$ cat config.mk
export PLATFORM = sky130hd
export DESIGN_NAME = ether_tx_ctrl
export DESIGN_NICKNAME = d
export VERILOG_FILES = /design/src/rtl/ether_tx_pkg.sv /design/src/rtl/ether_tx_ctrl_cmd_hs.sv /design/src/rtl/ether_tx_ctrl.sv
export SDC_FILE = /design/constraint.sdc
export NUM_CORES = 1
export LEC_CHECK = 0
export ABC_AREA = 1
export BUFFER_PORTS_ARGS = -buffer_cell sky130_fd_sc_hd__buf_4
export CORE_MARGIN = 2
export CORE_UTILIZATION = 30
export DETAILED_ROUTE_END_ITERATION = 6
export GPL_TIMING_DRIVEN = 0
export PLACE_DENSITY = 0.54
export REMOVE_ABC_BUFFERS = 1
export SLEW_MARGIN = 10
export SYNTH_ARGS = -nofsm -noshare
export SYNTH_HDL_FRONTEND = slang
export SYNTH_SLANG_ARGS = --single-unit
export TNS_END_PERCENT = 20
$ cat constraint.sdc
create_clock -name etx_clk -period 17.7 [get_ports etx_clk]
set_input_delay 2.655 -clock etx_clk [delete_from_list [all_inputs] [get_ports etx_clk]]
set_output_delay 2.655 -clock etx_clk [all_outputs]
set_load 0.005 [all_outputs]
$ cat src/rtl/ether_tx_pkg.sv
// Shared command codes, controller states and frame-size defaults for the
// ether_tx frame scheduler.
package ether_tx_pkg;

    localparam logic [3:0] ETX_CMD_SETSIZE = 4'd1;
    localparam logic [3:0] ETX_CMD_SETDATA = 4'd2;
    localparam logic [3:0] ETX_CMD_SEND    = 4'd3;
    localparam logic [3:0] ETX_CMD_SETXOR  = 4'd4;

    localparam int MIN_WORDS_DEF = 15;
    localparam int MAX_WORDS_DEF = 380;

    typedef enum logic [3:0] {
        ST_INIT,
        ST_IDLE,
        ST_CHECK,
        ST_XOR,
        ST_SIZE,
        ST_RDREQ,
        ST_RDWAIT,
        ST_DATA,
        ST_SEND,
        ST_DONE
    } ctrl_state_e;

    // Frames shorter than the Ethernet minimum are zero-padded up to it.
    function automatic logic [8:0] eff_words(input logic [8:0] size, input logic [8:0] min_words);
        return (size < min_words) ? min_words : size;
    endfunction

endpackage

$ cat src/rtl/ether_tx_ctrl_cmd_hs.sv
// One ether_tx command: raise cs, wait for the etx_ready toggle, drop cs.
// Aborts with a timeout pulse if the toggle does not arrive in TIMEOUT_CYC cycles.
module etx_cmd_hs #(
    parameter int TIMEOUT_CYC = 65535
) (
    input  logic        clk_i,
    input  logic        rst_i,
    input  logic        start_i,
    input  logic [3:0]  cmd_i,
    input  logic [31:0] data_i,
    input  logic        etx_ready_i,
    output logic        etx_cs_o,
    output logic [3:0]  etx_cmd_o,
    output logic [31:0] etx_data_o,
    output logic        ok_o,
    output logic        timeout_o
);

    localparam int CW = (TIMEOUT_CYC > 1) ? $clog2(TIMEOUT_CYC) : 1;
    localparam logic [CW-1:0] CNT_LAST = CW'(TIMEOUT_CYC - 1);

    logic          cs_q;
    logic          ready_ref_q;
    logic          ok_q;
    logic          timeout_q;
    logic [3:0]    cmd_q;
    logic [31:0]   data_q;
    logic [CW-1:0] cnt_q;

    // NOTE: sequential state uses non-blocking assignments so every register
    // samples pre-edge values regardless of statement order.
    always_ff @(posedge clk_i or posedge rst_i) begin
        if (rst_i) begin
            cs_q        <= 1'b0;
            ready_ref_q <= 1'b0;
            ok_q        <= 1'b0;
            timeout_q   <= 1'b0;
            cmd_q       <= '0;
            data_q      <= '0;
            cnt_q       <= '0;
        end else begin
            ok_q      <= 1'b0;
            timeout_q <= 1'b0;
            if (!cs_q) begin
                if (start_i) begin
                    cs_q        <= 1'b1;
                    cmd_q       <= cmd_i;
                    data_q      <= data_i;
                    ready_ref_q <= etx_ready_i;
                    cnt_q       <= '0;
                end
            end else if (etx_ready_i != ready_ref_q) begin
                cs_q <= 1'b0;
                ok_q <= 1'b1;
            end else if (cnt_q == CNT_LAST) begin
                cs_q      <= 1'b0;
                timeout_q <= 1'b1;
            end else begin
                cnt_q <= cnt_q + 1'b1;
            end
        end
    end

    assign etx_cs_o   = cs_q;
    assign etx_cmd_o  = cmd_q;
    assign etx_data_o = data_q;
    assign ok_o       = ok_q;
    assign timeout_o  = timeout_q;

endmodule

$ cat src/rtl/ether_tx_ctrl.sv
// Round-robin frame scheduler for two requesters in front of ether_tx:
// reads the granted buffer and issues SETXOR, SETSIZE, SETDATA..., SEND.
module ether_tx_ctrl
    import ether_tx_pkg::*;
#(
    parameter int MIN_WORDS   = MIN_WORDS_DEF,
    parameter int MAX_WORDS   = MAX_WORDS_DEF,
    parameter int TIMEOUT_CYC = 65535,
    parameter int QUIET_CYC   = 4096
) (
    input  logic        etx_clk,
    input  logic        etx_rst,
    input  logic        r0_req,
    input  logic [8:0]  r0_size,
    input  logic [31:0] r0_xor,
    input  logic [31:0] r0_rd_data,
    output logic        r0_done,
    output logic        r0_err,
    input  logic        r1_req,
    input  logic [8:0]  r1_size,
    input  logic [31:0] r1_xor,
    input  logic [31:0] r1_rd_data,
    output logic        r1_done,
    output logic        r1_err,
    output logic        rd_en,
    output logic [8:0]  rd_addr,
    output logic        grant,
    output logic        busy,
    output logic        etx_cs,
    output logic [3:0]  etx_cmd,
    output logic [31:0] etx_data,
    input  logic        etx_ready
);

    localparam logic [8:0] MIN_W = 9'(MIN_WORDS);
    localparam logic [8:0] MAX_W = 9'(MAX_WORDS);
    localparam int QW = (QUIET_CYC > 1) ? $clog2(QUIET_CYC) : 1;
    localparam logic [QW-1:0] QUIET_LAST = QW'(QUIET_CYC - 1);

    ctrl_state_e   state_q;
    logic          last_grant_q;
    logic          grant_q;
    logic          ready_prev_q;
    logic [QW-1:0] quiet_q;
    logic [8:0]    size_q;
    logic [8:0]    eff_size_q;
    logic [8:0]    idx_q;
    logic [8:0]    rd_addr_q;
    logic [31:0]   xor_q;
    logic [31:0]   word_q;
    logic          hs_start_q;
    logic [3:0]    hs_cmd_q;
    logic [31:0]   hs_data_q;
    logic          issued_q;
    logic          rd_en_q;
    logic [1:0]    done_q;
    logic [1:0]    err_q;

    logic          gnt_valid_d;
    logic          gnt_d;
    logic          hs_ok;
    logic          hs_timeout;
    logic [31:0]   rd_word;

    // NOTE: every always_comb output gets a default first so no path leaves
    // it unassigned, which would otherwise infer a latch.
    always_comb begin
        gnt_valid_d = r0_req | r1_req;
        gnt_d       = 1'b0;
        if (r0_req && r1_req) begin
            gnt_d = ~last_grant_q;
        end else if (r1_req) begin
            gnt_d = 1'b1;
        end
    end

    assign rd_word = grant_q ? r1_rd_data : r0_rd_data;

    always_ff @(posedge etx_clk or posedge etx_rst) begin
        if (etx_rst) begin
            state_q      <= ST_INIT;
            last_grant_q <= 1'b1;
            grant_q      <= 1'b0;
            ready_prev_q <= 1'b0;
            quiet_q      <= '0;
            size_q       <= '0;
            eff_size_q   <= '0;
            idx_q        <= '0;
            rd_addr_q    <= '0;
            xor_q        <= '0;
            word_q       <= '0;
            hs_start_q   <= 1'b0;
            hs_cmd_q     <= '0;
            hs_data_q    <= '0;
            issued_q     <= 1'b0;
            rd_en_q      <= 1'b0;
            done_q       <= '0;
            err_q        <= '0;
        end else begin
            hs_start_q <= 1'b0;
            rd_en_q    <= 1'b0;
            done_q     <= '0;
            err_q      <= '0;
            case (state_q)
                // Wait for etx_ready to settle so an in-flight frame can drain.
                ST_INIT: begin
                    ready_prev_q <= etx_ready;
                    if (etx_ready != ready_prev_q) begin
                        quiet_q <= '0;
                    end else if (quiet_q == QUIET_LAST) begin
                        state_q <= ST_IDLE;
                    end else begin
                        quiet_q <= quiet_q + 1'b1;
                    end
                end
                ST_IDLE: begin
                    if (gnt_valid_d) begin
                        grant_q      <= gnt_d;
                        last_grant_q <= gnt_d;
                        size_q       <= gnt_d ? r1_size : r0_size;
                        xor_q        <= gnt_d ? r1_xor : r0_xor;
                        state_q      <= ST_CHECK;
                    end
                end
                ST_CHECK: begin
                    if (size_q == '0 || size_q > MAX_W) begin
                        done_q[grant_q] <= 1'b1;
                        err_q[grant_q]  <= 1'b1;
                        state_q         <= ST_DONE;
                    end else begin
                        eff_size_q <= eff_words(size_q, MIN_W);
                        idx_q      <= '0;
                        state_q    <= ST_XOR;
                    end
                end
                ST_XOR, ST_SIZE, ST_DATA, ST_SEND: begin
                    if (!issued_q) begin
                        hs_start_q <= 1'b1;
                        issued_q   <= 1'b1;
                        case (state_q)
                            ST_XOR:  begin hs_cmd_q <= ETX_CMD_SETXOR;  hs_data_q <= xor_q; end
                            ST_SIZE: begin hs_cmd_q <= ETX_CMD_SETSIZE; hs_data_q <= {23'd0, eff_size_q}; end
                            ST_DATA: begin hs_cmd_q <= ETX_CMD_SETDATA; hs_data_q <= word_q; end
                            default: begin hs_cmd_q <= ETX_CMD_SEND;    hs_data_q <= '0; end
                        endcase
                    end else if (hs_ok) begin
                        issued_q <= 1'b0;
                        case (state_q)
                            ST_XOR: state_q <= ST_SIZE;
                            // size >= 1 after CHECK, so word 0 always comes from the buffer.
                            ST_SIZE: begin
                                state_q   <= ST_RDREQ;
                                rd_en_q   <= 1'b1;
                                rd_addr_q <= '0;
                            end
                            ST_DATA: begin
                                idx_q <= idx_q + 9'd1;
                                if (idx_q + 9'd1 == eff_size_q) begin
                                    state_q <= ST_SEND;
                                end else if (idx_q + 9'd1 < size_q) begin
                                    state_q   <= ST_RDREQ;
                                    rd_en_q   <= 1'b1;
                                    rd_addr_q <= idx_q + 9'd1;
                                end else begin
                                    word_q <= '0;
                                end
                            end
                            default: begin
                                done_q[grant_q] <= 1'b1;
                                state_q         <= ST_DONE;
                            end
                        endcase
                    end else if (hs_timeout) begin
                        issued_q        <= 1'b0;
                        done_q[grant_q] <= 1'b1;
                        err_q[grant_q]  <= 1'b1;
                        state_q         <= ST_DONE;
                    end
                end
                ST_RDREQ:  state_q <= ST_RDWAIT;
                ST_RDWAIT: begin
                    word_q  <= rd_word;
                    state_q <= ST_DATA;
                end
                ST_DONE:   state_q <= ST_IDLE;
                default:   state_q <= ST_INIT;
            endcase
        end
    end

    etx_cmd_hs #(
        .TIMEOUT_CYC(TIMEOUT_CYC)
    ) u_cmd_hs (
        .clk_i       (etx_clk),
        .rst_i       (etx_rst),
        .start_i     (hs_start_q),
        .cmd_i       (hs_cmd_q),
        .data_i      (hs_data_q),
        .etx_ready_i (etx_ready),
        .etx_cs_o    (etx_cs),
        .etx_cmd_o   (etx_cmd),
        .etx_data_o  (etx_data),
        .ok_o        (hs_ok),
        .timeout_o   (hs_timeout)
    );

    assign r0_done = done_q[0];
    assign r1_done = done_q[1];
    assign r0_err  = err_q[0];
    assign r1_err  = err_q[1];
    assign rd_en   = rd_en_q;
    assign rd_addr = rd_addr_q;
    assign grant   = grant_q;
    assign busy    = (state_q != ST_IDLE);

endmodule

After elaboration in Yosys (flattened, before gate mapping)
Index checks and enable logic that the tools add are counted.
- flip-flop bits (word level): 218
- input bits: 151
- add/subtract/negate cells: 3
- $lt $le $gt $ge: 5
- equality and inequality tests: 31
- multiplexer cells: 70
- bitwise logic cells: 5
- reductions and logical operators: 21
- operators by type and width (kind ; number):
    2-to-1 mux 32 bit ; 7
    one-hot mux 32 bit (3 select lines) ; 1
    2-to-1 mux 9 bit ; 8
    2-to-1 mux 16 bit ; 4
    one-hot mux 32 bit (2 select lines) ; 1
    2-to-1 mux 4 bit ; 9
    one-hot mux 9 bit (2 select lines) ; 2
    one-hot mux 4 bit (7 select lines) ; 1
    != test 2 bit, second input constant ; 13
    2-to-1 mux 12 bit ; 2
    2-to-1 mux 1 bit ; 22
    AND reduction 6 bit ; 3
    adder 16 x 1 -> 16 bit, second input constant ; 1
    == test 16 bit, second input constant ; 1
    == test 4 x 3 -> 1 bit, second input constant ; 4
    2-to-1 mux 2 bit ; 7
    adder 12 x 1 -> 12 bit, second input constant ; 1
    == test 12 bit, second input constant ; 1
    one-hot mux 4 bit (3 select lines) ; 1
    AND reduction 2 bit ; 5
    adder 9 x 1 -> 9 bit, second input constant ; 1
    == test 9 bit ; 1
    > comparator 9 bit, second input constant ; 1
    zero test 9 bit ; 1
    26 further kinds ; 37

Depth between registers and ports, before layout
Gate-level depths: netlist of run 1.
- depth in word-level cells: 8
- depth in mapped cells: 19

Cells and area by module
A second synthesis of run 1 with hierarchy kept.
- cell total of the unflattened synthesis: 1255
- area total of the unflattened synthesis: 10755.3 sq um
- by module, submodules not included (module ; instances ; cells an instance ; area an instance (sq um)):
    ether_tx_ctrl ; 1 ; 1007 ; 8129.0
    etx_cmd_hs ; 1 ; 248 ; 2626.3

Least setup slack after synthesis of run 1
OpenSTA, ideal clock, no wires.
- kind: reg2out
- start: register state_q[3]
- end: output busy
- data arrival time: 1234 ps
- data required time: 15045 ps
- slack: 13811 ps
- stages on the path, launching flop included: 7
- path buffers: 2
- cells stage by stage: dfrtp_1 -> inv_1 -> nand2_1 -> inv_1 -> nand2_1 -> clkbuf_1 -> clkbuf_1
- word-level cells in the longest chain between the ends: 1
- ends and longest elaborated chain (element ; RTL line ; source):
    start: declaration ; ether_tx_ctrl.sv:40 ; ctrl_state_e state_q;
    start signal: assignment ; ether_tx_ctrl.sv:81 ; state_q <= ST_INIT;
    start signal: assignment ; ether_tx_ctrl.sv:111 ; state_q <= ST_IDLE;
    start signal: assignment ; ether_tx_ctrl.sv:122 ; state_q <= ST_CHECK;
    != test 4 x 1 -> 1 bit ; ether_tx_ctrl.sv:214 ; assign busy = (state_q != ST_IDLE);
    end: declaration ; ether_tx_ctrl.sv:28 ; output logic busy,
No other way between the ends.

Worst setup path in the final report of run 1
Same ends and word-level chain as after synthesis.

==> out/qor.csv, run 1 <==
metric,value,unit
clock latency on the worst-skew pair,0.54,ns
R2R Path End,word_q[30]$_DFFE_PP0P_,
Tmin final,5.10,ns
First-pass DRT Iterations,5,
RR Startpoint,idx_q[0]$_DFFE_PP0P_,
Yosys cell types,41,
mapped cell area,10700,um2
crit path DAT,2.44,ns
CTS tree,done,
# setup viols final,0,
PwrDens,85.6,nW/um2
critical path required time,15.05,ns
post_cts resized,0,
Hold Startpoint,hs_data_q[12]$_DFFE_PP0P_,
pin count of the biggest net entering global routing,113,
Starting Density,30.3,%
total congestion overflow,0,
Synth area leader,dfrtp_1,
asr flop ratio synth,100,%
register area share after synthesis,50.6,%
Routed Antenna Nets,0,
hold buffer count at CTS,0,
hpwl dp,21.9,mm
outcome,finished clean,
setup TNS,0,ns
row cnt,69,
First DRT Iteration DRCs,493,
CP max FO,30,
R2R setup slack,14.21,ns
chip height,193,um
"Hold Violations, Final",0,
Tightest Pin Transition,1.27,ns
CP endpoint kind,output port,
clock sinks,216,
Worst setup SP type,flop,
Nets,1666,
Worst VDD drop,0.0579,mV
"EDFF count, synth",0,
worst reg2reg path depth,14,
Routed WL,32.0,mm
Via density,4.78,
initial antenna violation count,0,
vias,9473,
PortBufs,202,
Synth Flop Type,dfrtp_1,
top cell type's share of synthesized area,50.4,%
Placement Cell Area,12700,um2
CP Class,reg -> out,
Hold Path End,u_cmd_hs.etx_data_o[12]$_DFFE_PP0P_,
core area,35300,um2
cells after synthesis,1328,
Die ar.,37100,um2
CTS Buffer Depth,3,
Ant. Diodes,0,
Leakage,6.58,nW
# DRC,0,
vias in the first global route,9165,
GPL Wtd Cong,0.833,
Hold/Removal Path Class,reg -> reg,
total of max-cap violations,0,
largest cells by area after synthesis,"dfrtp_1 50%, nand2_1 16%, o21ai_0 6.6%",
Synth Area per Inst,8.04,um2
Max Transition Viols Final,0,
Root Driver,clkbuf_16,
H-tree lvl count,1,
RSZ-0062 raised after global routing,false,
Num CTS Buffers,26,
most common cell in the netlist,nand2_1,
Max Freq,196,MHz
first-pass GRT wire length,50.4,mm
routed len/inst,16.2,um
chip width,193,um
Tcrit/Tclk final,28.8,%
"Design Area, Final",13600,um2
YS warnings,0,
Worst-path clk slew,0.06,ns
Synth Register Bits,216,
setup bufs post-CTS,0,
layout cells sized above 1,22.4,%
"Area growth, synth to finish",27.5,%
synth cell count leaders,"451 x nand2_1, 215 x dfrtp_1, 141 x o21ai_0, 96 x nor2_1, 92 x inv_1",
Hold Path Cell Cnt,2,
total track usage,17.2,%
Max Clock Skew,0.0202,ns
Max-slew headroom,14.8,%
I/O Pins,204,
[critical path, stage by stage (launching register included)]
cell     delay [ns]
dfrtp_1        0.45
inv_1          0.10
nand2_1        0.13
inv_1          0.07
nand2_1        0.90
buf_4          0.26
[registers in the layout, summed over array words and instances, names as in the netlist, 2 cells and up]
register	flops
u_cmd_hs.etx_cmd_o	3
quiet_q	12
err_q	2
hs_cmd_q	3
hs_data_q	32
eff_size_q	9
xor_q	32
u_cmd_hs.cnt_q	16
u_cmd_hs.etx_data_o	32
rd_addr	9
size_q	9
idx_q	9
word_q	32
state_q	4
done_q	2
[metrics by stage]
step	utilization [%]	hold WS [ns]	power (mW)	worst slack [ns]	cells
after floorplan	-	0.442	0.554	9.14	1266
after global placement	35.4	0.449	0.598	6.28	1929
after detailed placement	35.9	0.454	0.602	12.97	1936
after CTS	38.6	0.471	1.18	12.61	1983
after global routing	38.6	0.483	1.21	12.47	1983
final	38.6	0.469	1.17	12.60	1983
[area by class of cell]
type	count	area [um2]
clock buffers	35	754
clock inverters	12	178
fillers	3644	21700
inverters	104	398
multi-input cells	946	4630
flip-flops and latches	216	5410
well taps	461	577
repair buffers	209	1680
[power breakdown]
part	total (mW)	internal, mW	leakage [nW]	switching, mW
clock	0.574	0.357	0.466	0.217
combinational	0.0794	0.0353	3.38	0.0440
sequential	0.512	0.504	2.74	0.00800
total	1.17	0.897	6.58	0.269
[per-layer routing]
| metal | up-vias | track usage, % | part of all wire, % |
|---|---|---|---|
| met1 | 4511 | 24.0 | 46 |
| li1 | 4673 | - | - |
| met4 | 0 | 5.70 | 3.3 |
| met5 | - | 0 | 0 |
| met3 | 59 | 2.36 | 4.4 |
| met2 | 230 | 27.6 | 46 |
[how the worst max path moves through the flow]
stage	startpoint	endpoint	cells after the start
6_report	state_q[3]$_DFFE_PP0P_	busy	5
5_1_grt	state_q[3]$_DFFE_PP0P_	busy	5
4_1_cts	state_q[3]$_DFFE_PP0P_	busy	5
3_5_place_dp	etx_ready	u_cmd_hs.cnt_q[15]$_DFFE_PP0P_	8
3_3_place_gp	etx_rst	size_q[3]$_DFFE_PP0P_	2
2_1_floorplan	etx_rst	done_q[0]$_DFF_PP0_	1
[kinds of logic after synthesis]
kind of cell | synth area share (%)
AND/OR/NAND/NOR | 27.2
AO/OA/AOI/OAI | 13.5
flip-flops | 50.6
buffers and inverters | 6.34
adder cells (fa/ha/maj) | 1.41
XOR/XNOR | 0.902
other | 0.0351
[cell usage in the layout, fill, tap and decap left out, types with 9 or more instances in the layout]
| cell | instances |
|---|---|
| nand3_2 | 33 |
| inv_2 | 13 |
| nand3_1 | 38 |
| dfrtp_1 | 214 |
| nor2_1 | 93 |
| clkbuf_16 | 26 |
| ha_1 | 12 |
| nand2_1 | 449 |
| o21ai_2 | 9 |
| buf_4 | 202 |
| a31oi_1 | 25 |
| xor2_1 | 9 |
| a21oi_1 | 18 |
| o22ai_1 | 30 |
| o21ai_1 | 13 |
| o21ai_0 | 141 |
| nand2_2 | 11 |
| nor3_1 | 21 |
| inv_1 | 88 |
Power figures use the tool's default switching activity.
==> inputs of run 2 (changes only) <==
--- a/config.mk
+++ b/config.mk
@@ -11,7 +11,7 @@
 export CORE_UTILIZATION = 30
 export DETAILED_ROUTE_END_ITERATION = 6
 export GPL_TIMING_DRIVEN = 0
-export PLACE_DENSITY = 0.54
+export PLACE_DENSITY = 0.55
 export REMOVE_ABC_BUFFERS = 1
 export SLEW_MARGIN = 10
 export SYNTH_ARGS = -nofsm -noshare
==> constraint.sdc (replaced) <==
create_clock -name etx_clk -period 4.3 [get_ports etx_clk]
set_input_delay 0.645 -clock etx_clk [delete_from_list [all_inputs] [get_ports etx_clk]]
set_output_delay 0.645 -clock etx_clk [all_outputs]
set_load 0.005 [all_outputs]
==> run 2 against run 1 <==
  * Routed wire length shrank 1.2%
  * Sequential power grew to 4.1 times the previous value
  * Clock skew shrank 0.0084 ns
  * Largest power group is now registers
  * Non-clock buffer count grew 2
  * Sequential cell count is the same
  * Global-route usage shrank 0.30 points
  * Via count shrank 1.8%
  * Power grew to 3.8 times the previous value
  * First-iteration DRC count grew 20%
==> out/qor.csv, run 2 (synthesis results as in run 1) <==
metric,value,unit,change
Hold/Removal Path Class,in -> async,,was reg -> reg
total congestion overflow,0,,unchanged
initial antenna violation count,1,,was 0
Sequential Power Share,47.4,%,was 43.9%
hold buffer count at CTS,0,,unchanged
CP max FO,32,,was 30
first-pass GRT wire length,49.3,mm,was 50.4 mm
Max Freq,291,MHz,
H-tree lvl count,1,,unchanged
"commonest non-fill, non-tap cell in the layout",nand2_1,,unchanged
total track usage,16.9,%,was 17.2%
CTS tree,done,,unchanged
routed len/inst,16.0,um,was 16.2 um
clock sinks,216,,unchanged
I/O Pins,204,,unchanged
PortBufs,202,,unchanged
internal power,3.41,mW,was 897 uW
Routed Antenna Nets,0,,unchanged
CP Class,reg -> reg,,was reg -> out
Starting Density,30.3,%,unchanged
Max-slew headroom,32.8,%,was 14.8%
Placement Cell Area,12700,um2,about the same
non-filler instance count after layout,1979,,was 1983
placed insts,1938,,was 1936
critical path required time,4.70,ns,was 15.05 ns
GPL Wtd Cong,0.814,,was 0.833
First DRT Iteration DRCs,591,,was 493
post_cts resized,0,,unchanged
Psw,1.03,mW,was 269 uW
Nets,1667,,was 1666
RSZ-0062 raised after global routing,false,,unchanged
chip width,193,um,unchanged
switch share,23.2,%,was 23.1%
Worst-path clk slew,0.06,ns,about the same
layout cells sized above 1,22.1,%,was 22.4%
PwrDens,329,nW/um2,was 85.6 nW/um2
Worst setup SP type,flop,,unchanged
total of max-cap violations,0,,unchanged
most frequent cells in the layout,"448 x nand2_1, 214 x dfrtp_1, 202 x buf_4",,"was 449 x nand2_1, 214 x dfrtp_1, 202 x buf_4"
# DRC,0,,unchanged
Die ar.,37100,um2,unchanged
clock latency on the worst-skew pair,0.52,ns,was 0.54 ns
pin count of the biggest net entering global routing,105,,was 113
vias in the first global route,8745,,was 9165
"Design Area, Final",13500,um2,was 13600 um2
crit path DAT,3.83,ns,was 2.44 ns
Tcrit/Tclk final,79.8,%,
chip height,193,um,unchanged
Worst VDD drop,0.237,mV,was 0.0579 mV
Max Transition Viols Final,0,,unchanged
Leakage,6.53,nW,was 6.58 nW
Max Clock Skew,0.0118,ns,was 0.0202 ns
Clk pwr share,45.1,%,was 49.3%
# setup viols final,0,,unchanged
Tightest Pin Transition,1.01,ns,was 1.27 ns
Routed WL,31.7,mm,was 32.0 mm
Gate power share,7.5,%,was 6.8%
vias,9300,,was 9473
"Area growth, synth to finish",26.5,%,was 27.5%
row cnt,69,,unchanged
CTS Buffer Depth,3,,unchanged
Tmin final,3.43,ns,
hpwl dp,21.9,mm,about the same
Root Driver,clkbuf_16,,unchanged
"Hold Violations, Final",0,,unchanged
CP endpoint kind,flop,,was output port
Via density,4.70,,was 4.78
setup bufs post-CTS,0,,unchanged
core area,35300,um2,unchanged
outcome,finished clean,,unchanged
Num CTS Buffers,25,,was 26
First-pass DRT Iterations,4,,was 5
-- run 2: cell types whose count changed in the layout (fill, tap and decap cells not counted), sizes merged --
cell    before  now
clkinv       9    4
bufinv       4    0
buf        209  211
clkbuf      35   37
diode        0    2
inv        103  102
-- run 2: area by class of cell --
class,count,area [um2]
fillers,3655,21800
clock buffers,37,751
multi-input cells,946,4630
clock inverters,2,10.0
inverters,104,399
diodes,2,5.00
flip-flops and latches,216,5410
well taps,461,577
repair buffers,211,1730
-- run 2: worst paths after layout --
check                                           from                             endpoint  slack [ns]  cells past startpoint
max in group asynchronous                    etx_rst                size_q[1]$_DFFE_PP0P_        3.35                      3
min in group etx_clk                       r1_xor[1]                 xor_q[1]$_DFFE_PP0P_        0.39                      3
max                             idx_q[0]$_DFFE_PP0P_               word_q[30]$_DFFE_PP0P_        0.87                     14
min                                          etx_rst  u_cmd_hs.etx_data_o[24]$_DFFE_PP0P_        0.12                      2
max reg2reg                     idx_q[0]$_DFFE_PP0P_               word_q[30]$_DFFE_PP0P_        0.87                     14
min reg2reg                hs_data_q[12]$_DFFE_PP0P_  u_cmd_hs.etx_data_o[12]$_DFFE_PP0P_        0.46                      2
-- run 2: stage by stage --
stage	setup TNS, ns	power [mW]	hold slack, ns	worst slack (ns)	util [%]
final	0	4.44	0.116	0.867	38.3
after global placement	-1201.70	2.47	0.450	-5.21	35.4
after detailed placement	0	2.48	0.453	0.878	36.1
after CTS	0	4.51	0.113	0.862	38.2
after global routing	0	4.63	0.125	0.509	38.3
after floorplan	-484.55	2.28	0.442	-2.25	-
-- run 2: power by group through the flow --
stage / clock, mW / sequential (mW) / combinational [mW]
CTS: 2.06 / 2.11 / 0.344
detailed placement: 0 / 2.14 / 0.343
global placement: 0 / 2.15 / 0.320
finish: 2.00 / 2.11 / 0.335
floorplan: 0 / 2.14 / 0.147
global route: 2.14 / 2.11 / 0.380
-- run 2: metal layers --
layer	vias to the layer above	GRT usage [%]	wire [um]
li1	4684	-	-
met2	198	27.0	14500
met3	43	2.25	1350
met4	0	3.90	698
met5	-	0	0
met1	4375	24.4	15100
-- run 2: worst max-delay path, cell delays in order, from the launching register on --
cell,delay (ns)
dfrtp_1,0.44
ha_1,0.26
nand2_2,0.11
nor2_4,0.16
nand3_1,0.12
nand2_1,0.14
inv_1,0.07
ha_1,0.29
nand2_1,0.08
nor2_1,0.15
o211ai_1,0.11
nand3_1,0.27
nand4_4,0.76
nand3_1,0.27
nand2_1,0.08
